### src/rtl/timer_capture.sv
// Pulse-width capture: measures how many clk cycles an input stays high and hands
// the result over a valid/ack handshake. Define TIMER_CAPTURE_SYNC_EN to synchronize pulse_in_i.
module timer_capture #(
  parameter int unsigned WIDTH = 32
) (
  input  logic             clk_i,
  input  logic             rst_ni,
  input  logic             arm_i,
  input  logic             pulse_in_i,
  input  logic             capture_ack_i,
  output logic [WIDTH-1:0] capture_val_o,
  output logic             capture_valid_o,
  output logic             capture_ovf_o,
  output logic             busy_o
);

  typedef enum logic [1:0] {StIdle, StArmed, StMeasuring, StDone} state_e;

  state_e           state_q, state_d;
  logic [WIDTH-1:0] count_q, count_d;
  logic [WIDTH-1:0] val_q, val_d;
  logic             ovf_q, ovf_d;
  logic             cap_ovf_q, cap_ovf_d;
  logic             valid_q, valid_d;
  logic             busy_q, busy_d;
  logic             pulse_s, pulse_q, rise;

`ifdef TIMER_CAPTURE_SYNC_EN
  logic [1:0] sync_q;

  always_ff @(posedge clk_i or negedge rst_ni) begin
    if (!rst_ni) begin
      sync_q <= 2'b00;
    end else begin
      sync_q <= {sync_q[0], pulse_in_i};
    end
  end

  assign pulse_s = sync_q[1];
`else
  assign pulse_s = pulse_in_i;
`endif

  // Only a fresh edge starts a measurement; a pulse already high when armed is skipped.
  assign rise = pulse_s & ~pulse_q;

  always_comb begin
    state_d   = state_q;
    count_d   = count_q;
    ovf_d     = ovf_q;
    val_d     = val_q;
    cap_ovf_d = cap_ovf_q;
    valid_d   = valid_q;
    case (state_q)
      StIdle: begin
        if (arm_i) begin
          state_d = StArmed;
          count_d = '0;
          ovf_d   = 1'b0;
        end
      end
      StArmed: begin
        if (arm_i) begin
          count_d = '0;
          ovf_d   = 1'b0;
        end else if (rise) begin
          state_d = StMeasuring;
          count_d = WIDTH'(1);
        end
      end
      StMeasuring: begin
        if (arm_i) begin
          state_d = StArmed;
          count_d = '0;
          ovf_d   = 1'b0;
        end else if (pulse_s) begin
          // Saturate at all-ones rather than wrap.
          if (count_q == '1) begin
            ovf_d = 1'b1;
          end else begin
            count_d = count_q + WIDTH'(1);
          end
        end else begin
          state_d   = StDone;
          val_d     = count_q;
          cap_ovf_d = ovf_q;
          valid_d   = 1'b1;
        end
      end
      StDone: begin
        if (arm_i) begin
          state_d = StArmed;
          valid_d = 1'b0;
          count_d = '0;
          ovf_d   = 1'b0;
        end else if (capture_ack_i) begin
          state_d = StIdle;
          valid_d = 1'b0;
        end
      end
      default: state_d = StIdle;
    endcase
    busy_d = (state_d == StArmed) || (state_d == StMeasuring);
  end

  always_ff @(posedge clk_i or negedge rst_ni) begin
    if (!rst_ni) begin
      state_q   <= StIdle;
      count_q   <= '0;
      ovf_q     <= 1'b0;
      val_q     <= '0;
      cap_ovf_q <= 1'b0;
      valid_q   <= 1'b0;
      busy_q    <= 1'b0;
      pulse_q   <= 1'b0;
    end else begin
      state_q   <= state_d;
      count_q   <= count_d;
      ovf_q     <= ovf_d;
      val_q     <= val_d;
      cap_ovf_q <= cap_ovf_d;
      valid_q   <= valid_d;
      busy_q    <= busy_d;
      pulse_q   <= pulse_s;
    end
  end

  assign capture_val_o   = val_q;
  assign capture_valid_o = valid_q;
  assign capture_ovf_o   = cap_ovf_q;
  assign busy_o          = busy_q;

endmodule

### config.mk
export PLATFORM = sky130hd
export DESIGN_NAME = timer_capture
export DESIGN_NICKNAME = d
export VERILOG_FILES = /design/src/rtl/timer_capture.sv
export SDC_FILE = /design/constraint.sdc
export NUM_CORES = 1
export LEC_CHECK = 0
export ABC_AREA = 1
export CORE_ASPECT_RATIO = 0.8
export CORE_MARGIN = 2
export CORE_UTILIZATION = 45
export DETAILED_ROUTE_END_ITERATION = 10
export PLACE_DENSITY_LB_ADDON = 0.2
export SLEW_MARGIN = 20
export SYNTH_ARGS = -nofsm -noshare
export SYNTH_HDL_FRONTEND = slang
export SYNTH_SLANG_ARGS = --single-unit
### constraint.sdc
create_clock -name clk_i -period 1.78 [get_ports clk_i]
set_clock_uncertainty 0.1 [all_clocks]
set_input_delay 0.267 -clock clk_i [delete_from_list [all_inputs] [get_ports clk_i]]
set_output_delay 0.267 -clock clk_i [all_outputs]
set_load 0.02 [all_outputs]
==> metrics.csv <==
stage,metric,value,unit
setup_path,type of the worst setup path,flop to flop,
clocking,clock edge transition at the registers on the reported setup and hold paths,70,ps
global_route,number of antenna violations at the first check in global routing,0,
clocking,maximum buffer depth of the clock tree,2,
detailed_routing,per-cell via count in the routed design,5.16,
setup_path,length in cells of the worst reg-to-reg path,10,
synth,leading register cell type out of synthesis,sky130_fd_sc_hd__dfrtp_1,
detailed_routing,DRT iter0 DRCs,256,
floorplanning,I/O pin total,40,
floorplanning,initial standard-cell utilization of the core,46.8,%
clocking,buffer type at the clock tree root,sky130_fd_sc_hd__clkbuf_8,
job,MaxCap Viol Count,0,
synth,Synth Area in Adders,1.87,%
power_and_ir_drop,share of total power in sequential cells,38.3,%
sta,transition time at the pin with the least slew margin,383,ps
synth,share of the synthesized area in compound gates (AO/OA/AOI/OAI),14.3,%
setup_path,Worst Path Arrival,1970,ps
global_route,total global-route track usage,23.1,%
power_and_ir_drop,worst IR drop on VDD,0.537,mV
global_route,"Remaining Overflow, GRT",0,
synth,Synth Warn #,0,
setup_path,beginning of the critical path,count_q[12],
floorplanning,standard cell core area,8600,sq um
setup_path,biggest fanout along the worst timing path,8,
detailed_routing,remaining routing DRC violations,0,
synth,number of enable flip-flop cells after synthesis,0,
detailed_routing,via total after detailed routing,3779,
floorplanning,die extent in x,110,um
setup_path,type of element launching the critical path,flop,
sta,slew margin rel.,74.5,%
clocking,clock latency on the worst-skew pair,360,ps
power_and_ir_drop,PwrDens,819,nW/um^2
sta,setup repair after global routing missed its margin,yes,
setup_path,Crit path required time,1960,ps
power_and_ir_drop,Comb pwr share,32.9,%
cells_and_area,number of nets in the layout,626,
synth,ys async rst share,100,%
sta,"crit path setup slack, layout",-7.42,ps
global_route,pin count of the biggest net entering global routing,72,
power_and_ir_drop,internal power consumption,3.01,mW
setup_path,crit path capture type,flop,
synth,largest family of logic cells by synthesized area,simple AND/OR/NAND/NOR gates,
synth,Cell variety after synth,31,
floorplanning,height of the chip,88.6,um
synth,Syn Inst Count,507,
synth,Post-Synthesis Net Count,518,
global_route,wire length of the first global-routing pass,17.1,mm
placed_design,final estimated routing congestion in global placement,0.959,
sta,time the worst path needs with I/O delays and setup,1790,ps
power_and_ir_drop,reported net switching power,1.44,mW
sta,part of the cycle the worst path needs,100,%
cells_and_area,ant diodes,0,
floorplanning,floorplan die area,9710,sq um
floorplanning,number of placement rows,30,
clocking,clock sink count,71,
cells_and_area,most used cells in the layout excluding fill and tap cells,"sky130_fd_sc_hd__nand2_1 (133), sky130_fd_sc_hd__dfrtp_1 (66), sky130_fd_sc_hd__buf_4 (56), sky130_fd_sc_hd__inv_1 (48), sky130_fd_sc_hd__nand3_1 (39)",
detailed_routing,drt total wl,10.5,mm
power_and_ir_drop,part of the power in the clock network,28.8,%
setup_path,slack of the worst reg-to-reg path,-7,ps
placed_design,dpl hpwl,7.20,mm
hold_path,Hold Path Class,input port to async pin,
power_and_ir_drop,Leak,2.40,nW
setup_path,worst reg2reg startpoint,count_q[12],
clocking,CTS tree,built,
detailed_routing,count of TritonRoute iterations in the first routing pass,5,
global_route,via count of the first global-routing pass,3578,
synth,number of synthesized register bits,71,
power_and_ir_drop,Final Total Pwr,4.45,mW
synth,sequential cell area fraction in the yosys report,44.2,%
sta,fin. max-slew vios,0,
status,outcome,"finished, violations left",
detailed_routing,Routed wire per std cell,14.3,um
sta,highest attainable clock frequency,559,MHz
power_and_ir_drop,switching fraction of total power,32.4,%
placed_design,count of input and output buffers,39,
status,violations in the final reports,negative setup slack,
sta,setup violation total in the final timing report,1,
cells_and_area,most common library cell in the layout ignoring fill and taps,sky130_fd_sc_hd__nand2_1,
synth,netlist area before placement,4020,sq um
cells_and_area,synth-to-layout area growth,34.9,%
cells_and_area,fraction of final layout cells with drive strength greater than 1,30.6,%
synth,post-synthesis xor/xnor area fraction,0.218,%
synth,Synth Area per Inst,7.93,sq um
detailed_routing,"antenna viol nets, final",0,
sta,number of hold violations in the final report,0,
clocking,number of CTS-inserted buffers,9,
synth,mux contribution to synthesized area,0.840,%
setup_path,capture instance of the worst register-to-register path,count_q[15],
clocking,CTS H-tree lvls,3,
synth,Synth Area in Simple Gates,30.0,%
cells_and_area,final core occ,63.1,%
## logic make-up (layout without fill, tap and decap cells)
kind of cell | after synthesis | in the layout
and+or+nand+nor | 266 | 266
DFF | 71 | 71
AOI/OAI and AO/OA | 91 | 91
adders and majority gates | 6 | 6
xor gates and xnor gates | 1 | 1
buffers and inverters | 69 | 182
muxes | 3 | 3
## synth_stat cells (2+ instances only)
library cell,instances,area (sq um)
sky130_fd_sc_hd__nor2_1,42,158
sky130_fd_sc_hd__buf_6,2,22.5
sky130_fd_sc_hd__nand4_1,3,18.8
sky130_fd_sc_hd__inv_1,52,195
sky130_fd_sc_hd__nor2_2,6,37.5
sky130_fd_sc_hd__buf_2,3,15.0
sky130_fd_sc_hd__nand2_2,22,138
sky130_fd_sc_hd__inv_2,2,7.51
sky130_fd_sc_hd__nand3_1,42,210
sky130_fd_sc_hd__dfrtp_1,71,1780
sky130_fd_sc_hd__nor2_4,2,22.5
sky130_fd_sc_hd__o21ai_2,30,263
sky130_fd_sc_hd__ha_1,6,75.1
sky130_fd_sc_hd__mux2_2,3,33.8
sky130_fd_sc_hd__buf_12,4,80.1
sky130_fd_sc_hd__nand2_1,142,533
sky130_fd_sc_hd__clkbuf_1,6,22.5
sky130_fd_sc_hd__a21oi_1,9,45.0
sky130_fd_sc_hd__o21ai_0,48,240
## through the flow
stage / instance area, sq um / TNS, ps / setup slack, ps / hold WS (ps) / std cells
floorplan: 4020 / 0 / 34.9 / -129 / 507
global placement: 4870 / -175 / -26.3 / 229 / 692
detailed placement: 4870 / -1590 / -76.9 / 225 / 692
CTS: 5250 / 0 / 3.23 / 390 / 721
global route: 5430 / -844 / -77.0 / 401 / 732
finish: 5430 / -7.42 / -7.42 / 370 / 732
## layer usage
layer  up-vias  track usage (%)  share of wire, %
met2       126             35.8                46
met1      1786             32.8                47
met3        17             3.98               5.7
met4         0             8.06               1.6
met5         -                0                 0
li1       1850                -                 -
## power by group through the flow
stage | combinational, mW | clock, mW | sequential, mW
final | 1.46 | 1.28 | 1.70
after global routing | 1.57 | 1.38 | 1.71
after CTS | 1.37 | 1.31 | 1.70
after detailed placement | 1.11 | 0 | 1.73
after global placement | 1.08 | 0 | 1.73
after floorplan | 0.770 | 0 | 1.76
## registers in the layout, indices dropped and copies added (netlist names)
register         flops
count_q             32
busy_o               1
state_q              2
capture_valid_o      1
ovf_q                1
capture_ovf_o        1
capture_val_o       32
pulse_q              1
## critical path, stage by stage, from the launching register on
cell and delay [ps]:
sky130_fd_sc_hd__dfrtp_1 410, sky130_fd_sc_hd__nand2_1 140, sky130_fd_sc_hd__nor2_4 160, sky130_fd_sc_hd__nand2_2 120, sky130_fd_sc_hd__nor2_8 140, sky130_fd_sc_hd__nand4_4 110, sky130_fd_sc_hd__nand2_8 150, sky130_fd_sc_hd__buf_12 110
sky130_fd_sc_hd__buf_12 120, sky130_fd_sc_hd__nand2_1 70, sky130_fd_sc_hd__o21ai_2 60
## worst max-delay path by stage
stage / endpoint / slack (ps) / cells after the start
2_1_floorplan: count_q[5] / 30 / 10
3_3_place_gp: count_q[10] / -30 / 9
3_5_place_dp: count_q[8] / -80 / 9
4_1_cts: count_q[8] / 3 / 11
5_1_grt: count_q[15] / -80 / 11
6_report: count_q[15] / -7 / 10
## final cells by class
| class | count | area, sq um |
|---|---|---|
| Inverter | 54 | 208 |
| Tap cell | 112 | 140 |
| Fill cell | 731 | 3170 |
| Sequential cell | 71 | 1780 |
| Clock inverter | 4 | 45.0 |
| Clock buffer | 12 | 145 |
| Multi-Input combinational cell | 367 | 2010 |
| Timing Repair Buffer | 112 | 1090 |
## timing repair
item | in CTS | in global routing
gates resized for setup | 15 | 41
endpoints found under the hold margin | 71 | 0
setup endpoints to repair | 24 | 33
pin swaps | 7 | 12
hold buffers | 1 | 0
gates cloned | 1 | 2
setup buffers | 11 | 11
(Power assumes the default switching activity.)
==> patch 1 (same flow settings) <==
Add a define of `TIMER_CAPTURE_SYNC_EN`.
--- a/src/rtl/timer_capture.sv
+++ b/src/rtl/timer_capture.sv
@@ -2,2 +2,4 @@
 // the result over a valid/ack handshake. Define TIMER_CAPTURE_SYNC_EN to synchronize pulse_in_i.
+`define TIMER_CAPTURE_SYNC_EN
+
 module timer_capture #(
Check against the original RTL: not equivalent (a bounded check fails within 4 cycles, from zero or initial values and one cycle with rst_ni low).
==> patch 1 against the original RTL <==
Combinational power decreased by 15%; routed wire length fell by 5.5%; worst setup slack improved by 0.018 ns; critical path type unchanged; design area fell by 4.3%; via count fell by 3.7%; area after synthesis shrank 3.3%; total power is 0.89% higher; sequential cell count increased by 2; global-route usage shrank 0.44 points.
==> patch 1: results <==
set metrics [dict create \
    grt_pass1_wl_mm 16.6 \
    drt_pre_antenna_iters 4 \
    ys_seq_area_share_pct 47.0 \
    hp-class "in2reg" \
    overflow 0 \
    vias_per_cell 5.02 \
    diodes 0 \
    setup_violations 0 \
    yosys-top-cells-count "nand2_1 (163), dfrtp_1 (73), inv_1 (51), o21ai_0 (49)" \
    synth_area_leaders "dfrtp_1 (47%), nand2_1 (16%), o21ai_0 (6.3%)" \
    grt_pass1_vias 3554 \
    io_buffers 39 \
    antenna_found_initial 0 \
    grt.total_usage_pct 22.6 \
    wirelength_mm 9.90 \
    place.gp.congestion 0.886 \
    ir_drop_mv 0.581 \
    grt_max_degree 74 \
    finalNetCount 620 \
    clockBufferDepth 2 \
    htreeDepth 3 \
    synthesis.nets 520 \
    path_clk_slew_ns 0.08 \
    dp_hpwl_mm 6.93 \
    dpl_worst_slack_ns -0.138 \
    drive_above_1_share_pct 19.9 \
    outcome "finished clean" \
    ys.warnings.count 0 \
    yosys_most_used_dff "dfrtp_1" \
    numCtsBuffers 9 \
    critPathMaxFanout 7 \
    worst_slew_pin_slew_ns 0.405 \
    clk_latency_ns 0.36 \
    first_iter_violations 266 \
    static-leakage-power_nw 2.30 \
    cts_root_buf "clkbuf_8" \
    fillers 781 \
    synth-async-reset-ratio_pct 100 \
    synth.distinct_cells 33 \
]
==> patch 1: cell types whose count changed in the layout (fill, tap and decap cells not counted), moves of 5 or more <==
| cell | delta |
|---|---|
| o21ai_2 | -25 |
| buf_12 | -5 |
| o21ai_1 | +17 |
| buf_4 | -5 |
| dfrtp_1 | +6 |
| o21ai_0 | +7 |
| nand2_1 | +24 |
| nand2_2 | -20 |
==> patch 1: layout make-up <==
cell class | instances | area, um^2 | share of cell area (%)
clock buffer | 11 | 141 | 2.72
tap | 112 | 140 | 2.70
clock inverter | 5 | 78.8 | 1.52
multi-input combinational | 368 | 1830 | 35.2
inverter | 53 | 199 | 3.83
timing repair buffer | 104 | 976 | 18.8
sequential | 73 | 1830 | 35.2
==> patch 1: power breakdown <==
group	leakage [nW]	switching, W	internal (W)
clock network	0.113	0.000650	0.000826
registers	1.00	0.0000419	0.00172
logic	1.18	0.000699	0.000546
total	2.30	0.00139	0.00309
==> patch 1: final timing paths <==
check	slack, ns	start	cells past startpoint	endpoint
max	0.01	count_q[9]	9	count_q[30]
min reg2reg	0.27	sync_q[0]	0	sync_q[1]
max reg2reg	0.01	count_q[9]	9	count_q[30]
max in group asynchronous	0.88	rst_ni	3	count_q[28]
min	0.24	pulse_in_i	1	sync_q[0]
min in group asynchronous	0.36	rst_ni	3	capture_val_o[8]
==> patch 1: stage by stage <==
step                instances  power [W]  setup TNS (ns)  instance area, um^2
floorplan                 509    0.00244               0                 3890
global route              726    0.00472           -1.87                 5190
finish                    726    0.00448               0                 5190
detailed placement        696    0.00276           -3.35                 4740
CTS                       719    0.00428               0                 5040
global placement          696    0.00274           -1.44                 4740
==> patch 1: routing by layer <==
metal	GRT usage (%)	part of all wire (%)
met3	6.28	5.6
met5	0	0
met1	31.5	48
met2	34.5	44
met4	6.88	1.5
==> patch 1: what timing repair did <==
item	in CTS	in global routing
endpoints found under the hold margin	73	0
resized for setup	6	30
setup buffers	4	5
pin swaps	2	6
endpoints found under the setup margin	25	33
hold buffers	1	0
cloned	2	2
==> patch 1: kinds of logic (layout without fill, tap and decap cells) <==
logic type	Yosys count	count (layout)	synth area share, %
simple gates	269	269	30.1
compound gates	89	89	11.9
flops	73	73	47.0
buf+inv	68	173	7.92
fa+ha+maj	6	6	1.93
mux	3	3	0.869
xor+xnor	1	1	0.225
==> patch 1: worst max-delay path, stage by stage (launching register included) <==
cell	delay, ns
dfrtp_1	0.41
nand2_1	0.13
nor2_2	0.18
nand2_2	0.12
nor2_8	0.14
nand4_4	0.11
nand2_8	0.14
buf_6	0.12
clkbuf_16	0.14
o21ai_1	0.07
==> patch 2 (same settings) <==
Made on the original files. The 4 states of `state_e` get a one-hot encoding in 4 bits.
--- a/src/rtl/timer_capture.sv
+++ b/src/rtl/timer_capture.sv
@@ -16,3 +16,3 @@
 
-  typedef enum logic [1:0] {StIdle, StArmed, StMeasuring, StDone} state_e;
+  typedef enum logic [3:0] {StIdle = 4'b0001, StArmed = 4'b0010, StMeasuring = 4'b0100, StDone = 4'b1000} state_e;
 
Behaviour: no difference found for any inputs over 4 cycles, from zero or initial values and one cycle with rst_ni low; so few cycles prove little.
==> patch 2 against the original RTL <==
The flow still finishes with violations (negative setup slack); critical path depth fell by 2; sequential cell count increased by 2; area after synthesis up 2.2%; worst setup slack got worse by 0.045 ns; total power grew 12%; via count grew 7.5%; fmax shrank 2.5%; clock power is 41% higher; design area is 1.4% higher; routed wire length grew 12%; critical path type unchanged.
==> patch 2: results <==
set metrics [dict create \
    synth_compound_area_share_pct 8.58 \
    outcome "complete, but fails checks" \
    r2r_end "count_q[5]" \
    finalNetCount 682 \
    cts_root_buf "clkbuf_16" \
    grt_pass1_vias 3582 \
    setup_slack_ns -0.0525 \
    hp-class "reg2reg" \
    fin_setup_tns_ns -0.156 \
    wl_per_cell_um 14.8 \
    grt.total_usage_pct 23.6 \
    synth_mux_area_share_pct 0 \
    synthesis.nets 593 \
    worst_slew_pin_slew_ns 0.438 \
    synth_area_leaders "dfrtp_1 (44%), nand2_1 (20%), nor2_1 (8.8%)" \
    vias 4061 \
    synth-adder-area-share_pct 0.304 \
    violations "negative setup slack" \
    static-leakage-power_nw 2.36 \
    synth.distinct_cells 28 \
    drive_above_1_share_pct 20.4 \
    grt_max_degree 74 \
    dp_hpwl_mm 7.87 \
    critPathMaxFanout 3 \
    reg2reg_from "count_q[0]" \
    setup_violations 19 \
    reg2reg_depth 8 \
]
patch 2: cell count changes in the layout (fill, tap and decap cells not counted), moves of 9 or more:
cell / unedited run / this run
clkbuf_16: 1 / 11
o21ai_0: 38 / 26
nor2_1: 37 / 87
o21ai_2: 31 / 12
nand2_1: 133 / 199
clkbuf_8: 10 / 0
buf_4: 56 / 44
nand2_2: 28 / 19
patch 2: logic make-up after synthesis:
logic type,count (synthesis)
buffers and inverters,74
AND/OR/NAND/NOR,378
AO/OA/AOI/OAI,60
XOR/XNOR,1
flip-flops,73
adder cells (fa/ha/maj),1
patch 2: final cells by class:
cell class,instances,area share (%)
multi-input combinational,440,37.6
inverter,54,3.77
clock inverter,5,1.02
tap,115,2.61
clock buffer,11,4.23
sequential,73,33.2
timing repair buffer,98,17.6
patch 2: where the power goes:
group | switching (W) | internal (W)
combinational | 0.000866 | 0.000563
sequential | 0.0000400 | 0.00173
clock | 0.000714 | 0.00108
patch 2: routing by layer:
layer | global-route usage (%) | share of wire, % | vias up
li1 | - | - | 2021
met1 | 32.5 | 48 | 1878
met2 | 36.8 | 44 | 135
met3 | 5.36 | 5.4 | 27
met4 | 8.98 | 2.5 | 0
met5 | 0 | 0 | -
patch 2: how the worst max path moves through the flow:
stage / startpoint / to / slack (ns) / depth (start not counted)
CTS: count_q[0] / count_q[4] / -0.04 / 12
floorplan: count_q[1] / count_q[16] / 0.02 / 11
detailed placement: pulse_in_i / count_q[4] / -0.17 / 10
global placement: pulse_in_i / count_q[15] / -0.11 / 10
finish: count_q[0] / count_q[5] / -0.05 / 8
global route: state_q[0] / count_q[3] / -0.13 / 11
patch 2: what timing repair did:
action	in CTS	in global routing
gates resized for setup	9	54
endpoints found under the hold margin	72	0
setup buffers	13	3
setup endpoints to repair	32	62
pin swaps	0	14
hold buffers	1	0
cloned	1	3
patch 2: critical path: stages (launching register included):
cell,delay (ns)
dfrtp_1,0.35
buf_4,0.11
buf_4,0.11
nand3_1,0.13
nor2_1,0.38
nor2_1,0.09
nor4_1,0.34
nand2_2,0.10
o21ai_2,0.06
patch 2: through the flow:
| step | area [um^2] | total power (W) | hold WS, ns | cells |
|---|---|---|---|---|
| 6_report | 5500 | 0.00499 | 0.374 | 796 |
| 5_1_grt | 5500 | 0.00519 | 0.395 | 796 |
| 4_1_cts | 5340 | 0.00493 | 0.377 | 794 |
| 3_5_place_dp | 4910 | 0.00295 | 0.233 | 764 |
| 3_3_place_gp | 4910 | 0.00294 | 0.234 | 764 |
| 2_1_floorplan | 4110 | 0.00257 | -0.129 | 587 |
